`config.mk`:
```
export PLATFORM = sky130hd
export DESIGN_NAME = poly_decompress_ctrl
export DESIGN_NICKNAME = d
export VERILOG_FILES = /design/src/rtl/poly_decompress_ctrl.sv
export SDC_FILE = /design/constraint.sdc
export NUM_CORES = 1
export LEC_CHECK = 0
export BUFFER_PORTS_ARGS = -buffer_cell sky130_fd_sc_hd__buf_4
export CORE_ASPECT_RATIO = 0.9
export CORE_UTILIZATION = 60
export DETAILED_ROUTE_END_ITERATION = 10
export GPL_ROUTABILITY_DRIVEN = 1
export PLACE_DENSITY = 0.85
export SKIP_LAST_GASP = 1
export SYNTH_ARGS = -nofsm -noshare
export SYNTH_HDL_FRONTEND = slang
export SYNTH_SLANG_ARGS = --single-unit
```
`constraint.sdc`:
```
create_clock -name i_clk -period 8.6 [get_ports i_clk]
set_clock_uncertainty 0.2 [all_clocks]
set_input_delay 0.43 -clock i_clk [delete_from_list [all_inputs] [get_ports i_clk]]
set_output_delay 0.43 -clock i_clk [all_outputs]
set_load 0.02 [all_outputs]
```
`src/rtl/poly_decompress_ctrl.sv`:
```
// ---------------------------------------------------------------------------
// poly_decompress_ctrl
//
// Purpose:
//   Streams one Kyber polynomial (N_COEFF coefficients) through the
//   combinational decompress unit. Packed d-bit fields arrive as a byte
//   stream (LSB-first). They are unpacked from a small bit buffer and
//   decompressed to 12-bit coefficients. The coefficients leave over a
//   valid/ready interface together with their index.
//
// Ports:
//   i_clk, i_rstn        clock, synchronous active-low reset
//   i_start, i_d         start pulse and compression width (1,4,5,10,11)
//   i_byte, i_byte_valid,
//   o_byte_ready,
//   i_byte_last          packed byte input handshake (+ last-byte marker)
//   o_coeff, o_coeff_idx,
//   o_coeff_valid,
//   i_coeff_ready        decompressed coefficient output handshake
//   o_busy               polynomial in progress
//   o_done               one-cycle pulse when the last coefficient is taken
//   o_err                one-cycle pulse on illegal i_d (or length error)
//
// Optional feature:
//   POLY_DECOMP_LEN_CHK_EN - when defined, i_byte_last is checked against
//   the expected byte count 32*d. A premature i_byte_last aborts the
//   polynomial. A missing i_byte_last on the final byte only flags o_err.
// ---------------------------------------------------------------------------

// Combinational Kyber decompression: round(x * q / 2^d) with q = 3329.
module decompress (
    input  logic [10:0] i_field,
    input  logic [3:0]  i_d,
    output logic [11:0] o_coeff
);
    logic [23:0] prod;

    always_comb begin
        prod    = ({13'd0, i_field} * 24'd3329) + (24'd1 << (i_d - 4'd1));
        o_coeff = 12'(prod >> i_d);
    end
endmodule

module poly_decompress_ctrl #(
    parameter int N_COEFF = 256,
    parameter int BUF_W   = 18
) (
    input  logic                       i_clk,
    input  logic                       i_rstn,
    input  logic                       i_start,
    input  logic [3:0]                 i_d,
    input  logic [7:0]                 i_byte,
    input  logic                       i_byte_valid,
    output logic                       o_byte_ready,
    input  logic                       i_byte_last,
    output logic [11:0]                o_coeff,
    output logic [$clog2(N_COEFF)-1:0] o_coeff_idx,
    output logic                       o_coeff_valid,
    input  logic                       i_coeff_ready,
    output logic                       o_busy,
    output logic                       o_done,
    output logic                       o_err
);
    localparam int IDX_W = $clog2(N_COEFF);
    localparam int CNT_W = $clog2(BUF_W + 1);

    typedef enum logic [1:0] {
        IDLE,
        RUN,
        FLUSH
    } state_t;

    state_t             state_q, state_d;
    logic [3:0]         d_lat_q, d_lat_d;
    logic [BUF_W-1:0]   buf_q, buf_d;
    logic [CNT_W-1:0]   cnt_q, cnt_d;
    logic [8:0]         byte_cnt_q, byte_cnt_d;
    logic [IDX_W-1:0]   unp_cnt_q, unp_cnt_d;
    logic [11:0]        coeff_q, coeff_d;
    logic [IDX_W-1:0]   idx_q, idx_d;
    logic               valid_q, valid_d;
    logic               done_q, done_d;
    logic               err_q, err_d;

    logic               d_legal;
    logic [8:0]         byte_total;
    logic               byte_ready;
    logic               byte_acc;
    logic               unpack;
    logic               handshake;
    logic [10:0]        field_mask;
    logic [10:0]        field;
    logic [11:0]        dec_coeff;
    logic [BUF_W-1:0]   buf_shift;
    logic [CNT_W-1:0]   cnt_base;
    logic [BUF_W-1:0]   byte_ext;
    logic [BUF_W-1:0]   buf_next;
    logic [CNT_W-1:0]   cnt_next;

    decompress u_decompress (
        .i_field (field),
        .i_d     (d_lat_q),
        .o_coeff (dec_coeff)
    );

    // Handshake qualifiers and the combined shift-out / append of the bit
    // buffer. When a field is unpacked and a byte is accepted in the same
    // cycle, the byte lands directly above the bits that remain after the
    // shift, so the new count is count - d + 8.
    always_comb begin
        d_legal    = (i_d == 4'd1) || (i_d == 4'd4) || (i_d == 4'd5) ||
                     (i_d == 4'd10) || (i_d == 4'd11);
        byte_total = {d_lat_q, 5'd0};
        byte_ready = (state_q == RUN) && (cnt_q <= CNT_W'(BUF_W - 8)) &&
                     (byte_cnt_q < byte_total);
        byte_acc   = byte_ready && i_byte_valid;
        handshake  = valid_q && i_coeff_ready;
        unpack     = (state_q == RUN) && (cnt_q >= CNT_W'(d_lat_q)) &&
                     (!valid_q || i_coeff_ready);

        // For d = 11 the shift wraps to 0 and the subtraction yields all ones.
        field_mask = (11'd1 << d_lat_q) - 11'd1;
        field      = buf_q[10:0] & field_mask;

        buf_shift  = unpack ? (buf_q >> d_lat_q) : buf_q;
        cnt_base   = unpack ? (cnt_q - CNT_W'(d_lat_q)) : cnt_q;
        byte_ext   = {{(BUF_W-8){1'b0}}, i_byte} << cnt_base;
        buf_next   = byte_acc ? (buf_shift | byte_ext) : buf_shift;
        cnt_next   = byte_acc ? (cnt_base + CNT_W'(8)) : cnt_base;
    end

    always_comb begin
        state_d    = state_q;
        d_lat_d    = d_lat_q;
        buf_d      = buf_q;
        cnt_d      = cnt_q;
        byte_cnt_d = byte_cnt_q;
        unp_cnt_d  = unp_cnt_q;
        coeff_d    = coeff_q;
        idx_d      = idx_q;
        valid_d    = valid_q;
        done_d     = 1'b0;
        err_d      = 1'b0;

        if (handshake) begin
            valid_d = 1'b0;
            idx_d   = idx_q + IDX_W'(1);
        end

        // A load in the same cycle as a handshake overrides the clear above.
        if (unpack) begin
            coeff_d   = dec_coeff;
            valid_d   = 1'b1;
            unp_cnt_d = unp_cnt_q + IDX_W'(1);
        end

        case (state_q)
            IDLE: begin
                if (i_start) begin
                    if (d_legal) begin
                        state_d    = RUN;
                        d_lat_d    = i_d;
                        buf_d      = '0;
                        cnt_d      = '0;
                        byte_cnt_d = '0;
                        unp_cnt_d  = '0;
                        idx_d      = '0;
                        valid_d    = 1'b0;
                    end else begin
                        err_d = 1'b1;
                    end
                end
            end

            RUN: begin
                buf_d = buf_next;
                cnt_d = cnt_next;
                if (byte_acc) begin
                    byte_cnt_d = byte_cnt_q + 9'd1;
                end
                if (unpack && (unp_cnt_q == IDX_W'(N_COEFF - 1))) begin
                    state_d = FLUSH;
                end
`ifdef POLY_DECOMP_LEN_CHK_EN
                if (byte_acc) begin
                    if (i_byte_last && (byte_cnt_q != byte_total - 9'd1)) begin
                        err_d   = 1'b1;
                        state_d = IDLE;
                        valid_d = 1'b0;
                        buf_d   = '0;
                        cnt_d   = '0;
                    end else if (!i_byte_last &&
                                 (byte_cnt_q == byte_total - 9'd1)) begin
                        err_d = 1'b1;
                    end
                end
`endif
            end

            FLUSH: begin
                if (handshake && (idx_q == IDX_W'(N_COEFF - 1))) begin
                    done_d  = 1'b1;
                    state_d = IDLE;
                end
            end

            default: begin
                state_d = IDLE;
            end
        endcase
    end

    always_ff @(posedge i_clk) begin
        if (!i_rstn) begin
            state_q    <= IDLE;
            d_lat_q    <= '0;
            buf_q      <= '0;
            cnt_q      <= '0;
            byte_cnt_q <= '0;
            unp_cnt_q  <= '0;
            coeff_q    <= '0;
            idx_q      <= '0;
            valid_q    <= 1'b0;
            done_q     <= 1'b0;
            err_q      <= 1'b0;
        end else begin
            state_q    <= state_d;
            d_lat_q    <= d_lat_d;
            buf_q      <= buf_d;
            cnt_q      <= cnt_d;
            byte_cnt_q <= byte_cnt_d;
            unp_cnt_q  <= unp_cnt_d;
            coeff_q    <= coeff_d;
            idx_q      <= idx_d;
            valid_q    <= valid_d;
            done_q     <= done_d;
            err_q      <= err_d;
        end
    end

`ifndef POLY_DECOMP_LEN_CHK_EN
    logic unused_byte_last;
    assign unused_byte_last = i_byte_last;
`endif

    assign o_byte_ready  = byte_ready;
    assign o_coeff       = coeff_q;
    assign o_coeff_idx   = idx_q;
    assign o_coeff_valid = valid_q;
    assign o_busy        = (state_q != IDLE);
    assign o_done        = done_q;
    assign o_err         = err_q;
endmodule

```
==> impl_metrics.py <==
metrics = {
    "run_status": {
        "outcome": "finished clean",
    },
    "final_layout": {
        "antenna_cells": 0,
        "fin_nets": 1166,
        "drive_gt1_share_pct": 10.93,
        "syn2layout_area_growth_pct": 8.669,
        "fill_cells": 1070,
    },
    "yosys": {
        "ys_ff_latch": 69,
        "synth.most_common_cell": "nor2_1",
        "yosysTopAreaCellShare_pct": 17.18,
        "yosys-top-cells-count": "nor2_1, ha_1, nand2_1, a21oi_1, dfxtp_1",
        "synth_top_flop_cell": "dfxtp_1",
        "synth_area_um2": 8039,
        "syn-num-nets": 1160,
        "synth-edff-count": 0,
        "synth_cell_types": 90,
        "synthCells": 1023,
        "synth.yosys.seq_area_share_pct": 17.18,
        "yosys_warnings": 0,
        "synthArstFlopShare_pct": 0,
        "yosys.area.top_type": "dfxtp_1",
        "synth.area.top_cells": "dfxtp_1, ha_1, mux2i_1",
        "syn_area_per_cell_um2": 7.858,
    },
    "drt": {
        "drt_drc_violations_left": 0,
        "initialDrtViolationCount": 1108,
        "via_per_inst": 6.689,
        "wl_per_cell_um": 18.88,
        "vias": 8014,
        "antenna_left": 0,
        "drtPass1Iterations": 8,
        "totalWireLength_um": 22610,
    },
    "worst_setup_path": {
        "worstReg2RegEnd": "o_coeff[8]",
        "crit_path_max_fanout": 57,
        "cp.required_ns": 8.63,
        "cp-end-kind": "register",
        "worst_ep_arrival_time_ns": 7.07,
        "critPathLaunch": "d_lat_q[0]",
        "crit_type": "register to register",
        "start_kind": "register",
        "ff2ff_setup_slack_ns": 1.56,
        "reg2reg_depth": 23,
        "worstReg2RegStart": "d_lat_q[0]",
    },
    "floorplan": {
        "dieHeight_um": 111.8,
        "initial_core_util_pct": 62.40,
        "die-area_um2": 13870,
        "ioPinCount": 43,
        "fp.dieW_um": 124.0,
        "num_rows": 39,
        "coreArea_um2": 12880,
    },
    "sta": {
        "min_period_ns": 7.037,
        "finalCritPeriodShare_pct": 81.82,
        "slew_headroom_pct": 37.11,
        "rsz0062_at_grt": "false",
        "max_freq_mhz": 142.1,
        "finalHoldViolCount": 0,
        "tightest_slew_ns": 0.9172,
        "drv_slew": 0,
        "setup_violations": 0,
        "fin_setup_tns_ns": 0,
        "worst_hold_slack_ns": 0.1519,
    },
    "cts": {
        "cts_tree": "yes",
        "cts_made_buffers": 9,
        "postCtsHoldBufs": 0,
        "cts_buffer_depth": 2,
        "clk_latency_ns": 0.34,
        "cts_root_buffer": "clkbuf_16",
        "cts_setup_buffers": 0,
        "htreeDepth": 3,
        "path_clk_slew_ns": 0.06,
        "cts_sinks": 69,
        "cts_resized": 0,
    },
    "grt": {
        "grt_pass1_wl_um": 37030,
        "grt-ovfl-total": 0,
        "grt_pass1_vias": 7300,
        "grt_start_max_net_pins": 64,
        "grt_usage_pct": 33.59,
        "antenna_found_initial": 0,
    },
    "worst_hold_path": {
        "hold_path_class": "primary input to register",
        "min_path_cells": 3,
        "hp-start": "i_d[2]",
        "whs_endpoint": "d_lat_q[2]",
    },
    "power": {
        "max-vdd-ir-drop_v": 0.0001071,
        "power_density_nw_per_um2": 102.6,
        "p_leak_nw": 4.054,
    },
    "placement": {
        "io_buffers": 41,
        "dpl.hpwl_um": 16630,
        "place.gp.congestion": 0.9454,
    },
    "flow_run": {
        "maxCapViolCount": 0,
    },
}
routing by layer:
metal,share of wire [%],vias up,track usage [%]
met4,2.5,0,10.32
met3,9.6,64,5.430
met5,0,-,0
met1,44,3716,47.55
met2,44,448,51.81
li1,-,3786,-
flip-flops by register name (all words and copies together) (netlist names):
signal,cells
d_lat_q,4
o_coeff,12
o_done,1
o_coeff_idx,8
state_q,2
o_err,1
o_coeff_valid,1
byte_cnt_q,9
unp_cnt_q,8
buf_q,18
cnt_q,5
power by group:
group,internal (W),total [W],switching (W)
clock network,0.000258,0.000410,0.000152
logic,0.0000533,0.000157,0.000104
registers,0.000325,0.000329,0.00000452
total,0.000637,0.000896,0.000260
stage by stage:
stage / cell area [um^2] / setup WS, ns / util (%) / std cells / total power, W
3_5_place_dp: 8407 / 1.691 / 65.26 / 1182 / 0.0004871
4_1_cts: 8736 / 1.654 / 67.81 / 1198 / 0.0008925
6_report: 8736 / 1.563 / 67.81 / 1198 / 0.0008965
5_1_grt: 8736 / 1.195 / 67.81 / 1198 / 0.0009266
2_1_floorplan: 8039 / 2.057 / - / 1023 / 0.0004446
3_3_place_gp: 8407 / 1.818 / 65.26 / 1182 / 0.0004844
worst max path at each step:
stage	endpoint	slack, ns	cells after the start
6_report	o_coeff[8]	1.56	23
5_1_grt	o_coeff[9]	1.19	23
4_1_cts	o_coeff[5]	1.65	23
3_5_place_dp	o_coeff[5]	1.69	23
3_3_place_gp	o_coeff[5]	1.82	23
2_1_floorplan	o_coeff[5]	2.06	26
critical path, stage by stage (launching register included):
cell and delay [ns]:
dfxtp_2 0.34, buf_4 0.52, nor2_1 0.22, nand2_1 0.16, ha_1 0.40, o21ai_0 0.19, xnor2_1 0.15, and2_1 0.23
ha_1 0.32, ha_1 0.29, ha_1 0.27, inv_1 0.05, fa_1 0.52, inv_1 0.06, fa_1 0.50, ha_1 0.41
a21oi_2 0.36, o21ai_0 0.15, a31oi_1 0.24, o21ai_1 0.11, xor2_1 0.20, mux4_2 0.55, and2_0 0.20, o31a_1 0.25
placed cells by master (no fill, tap or decap), types with 5 or more instances in the layout:
cell type / Yosys / layout
a211o_1: 8 / 8
a211oi_1: 22 / 22
a21o_1: 9 / 9
a21oi_1: 74 / 74
a221oi_1: 5 / 5
a22oi_1: 10 / 10
a311oi_1: 5 / 5
a31oi_1: 8 / 8
and2_1: 17 / 17
and3_1: 15 / 15
buf_4: 1 / 51
clkbuf_16: 0 / 9
dfxtp_1: 69 / 67
fa_1: 17 / 17
ha_1: 102 / 102
inv_1: 46 / 46
mux2_2: 14 / 14
mux2i_1: 49 / 49
nand2_1: 98 / 98
nand2b_1: 8 / 8
nand3_1: 22 / 22
nand4_1: 19 / 19
nor2_1: 103 / 103
nor2b_1: 6 / 6
nor3_1: 20 / 20
o211ai_1: 7 / 7
o21ai_0: 49 / 49
o21ai_1: 11 / 11
o22ai_1: 6 / 6
o31ai_1: 6 / 6
or2_2: 5 / 5
or3_1: 7 / 7
xnor2_1: 13 / 13
xor2_1: 23 / 23
kinds of logic after synthesis:
group / count (synthesis) / share of synthesized area, %
buffers and inverters: 105 / 5.058
and+or+nand+nor: 341 / 20.33
AOI/OAI and AO/OA: 287 / 24.50
adders and majority gates: 119 / 20.11
xor gates and xnor gates: 36 / 3.922
DFF: 69 / 17.18
muxes: 66 / 8.903
area by class of cell:
type | count | area [um^2] | share of cell area, %
Sequential cell | 69 | 1384 | 15.84
Clock inverter | 7 | 103.9 | 1.189
Timing Repair Buffer | 51 | 382.9 | 4.383
Clock buffer | 9 | 225.2 | 2.578
Inverter | 49 | 183.9 | 2.105
Tap cell | 164 | 205.2 | 2.349
Multi-Input combinational cell | 849 | 6251 | 71.56
No activity file was read; power rests on OpenSTA's default activity.
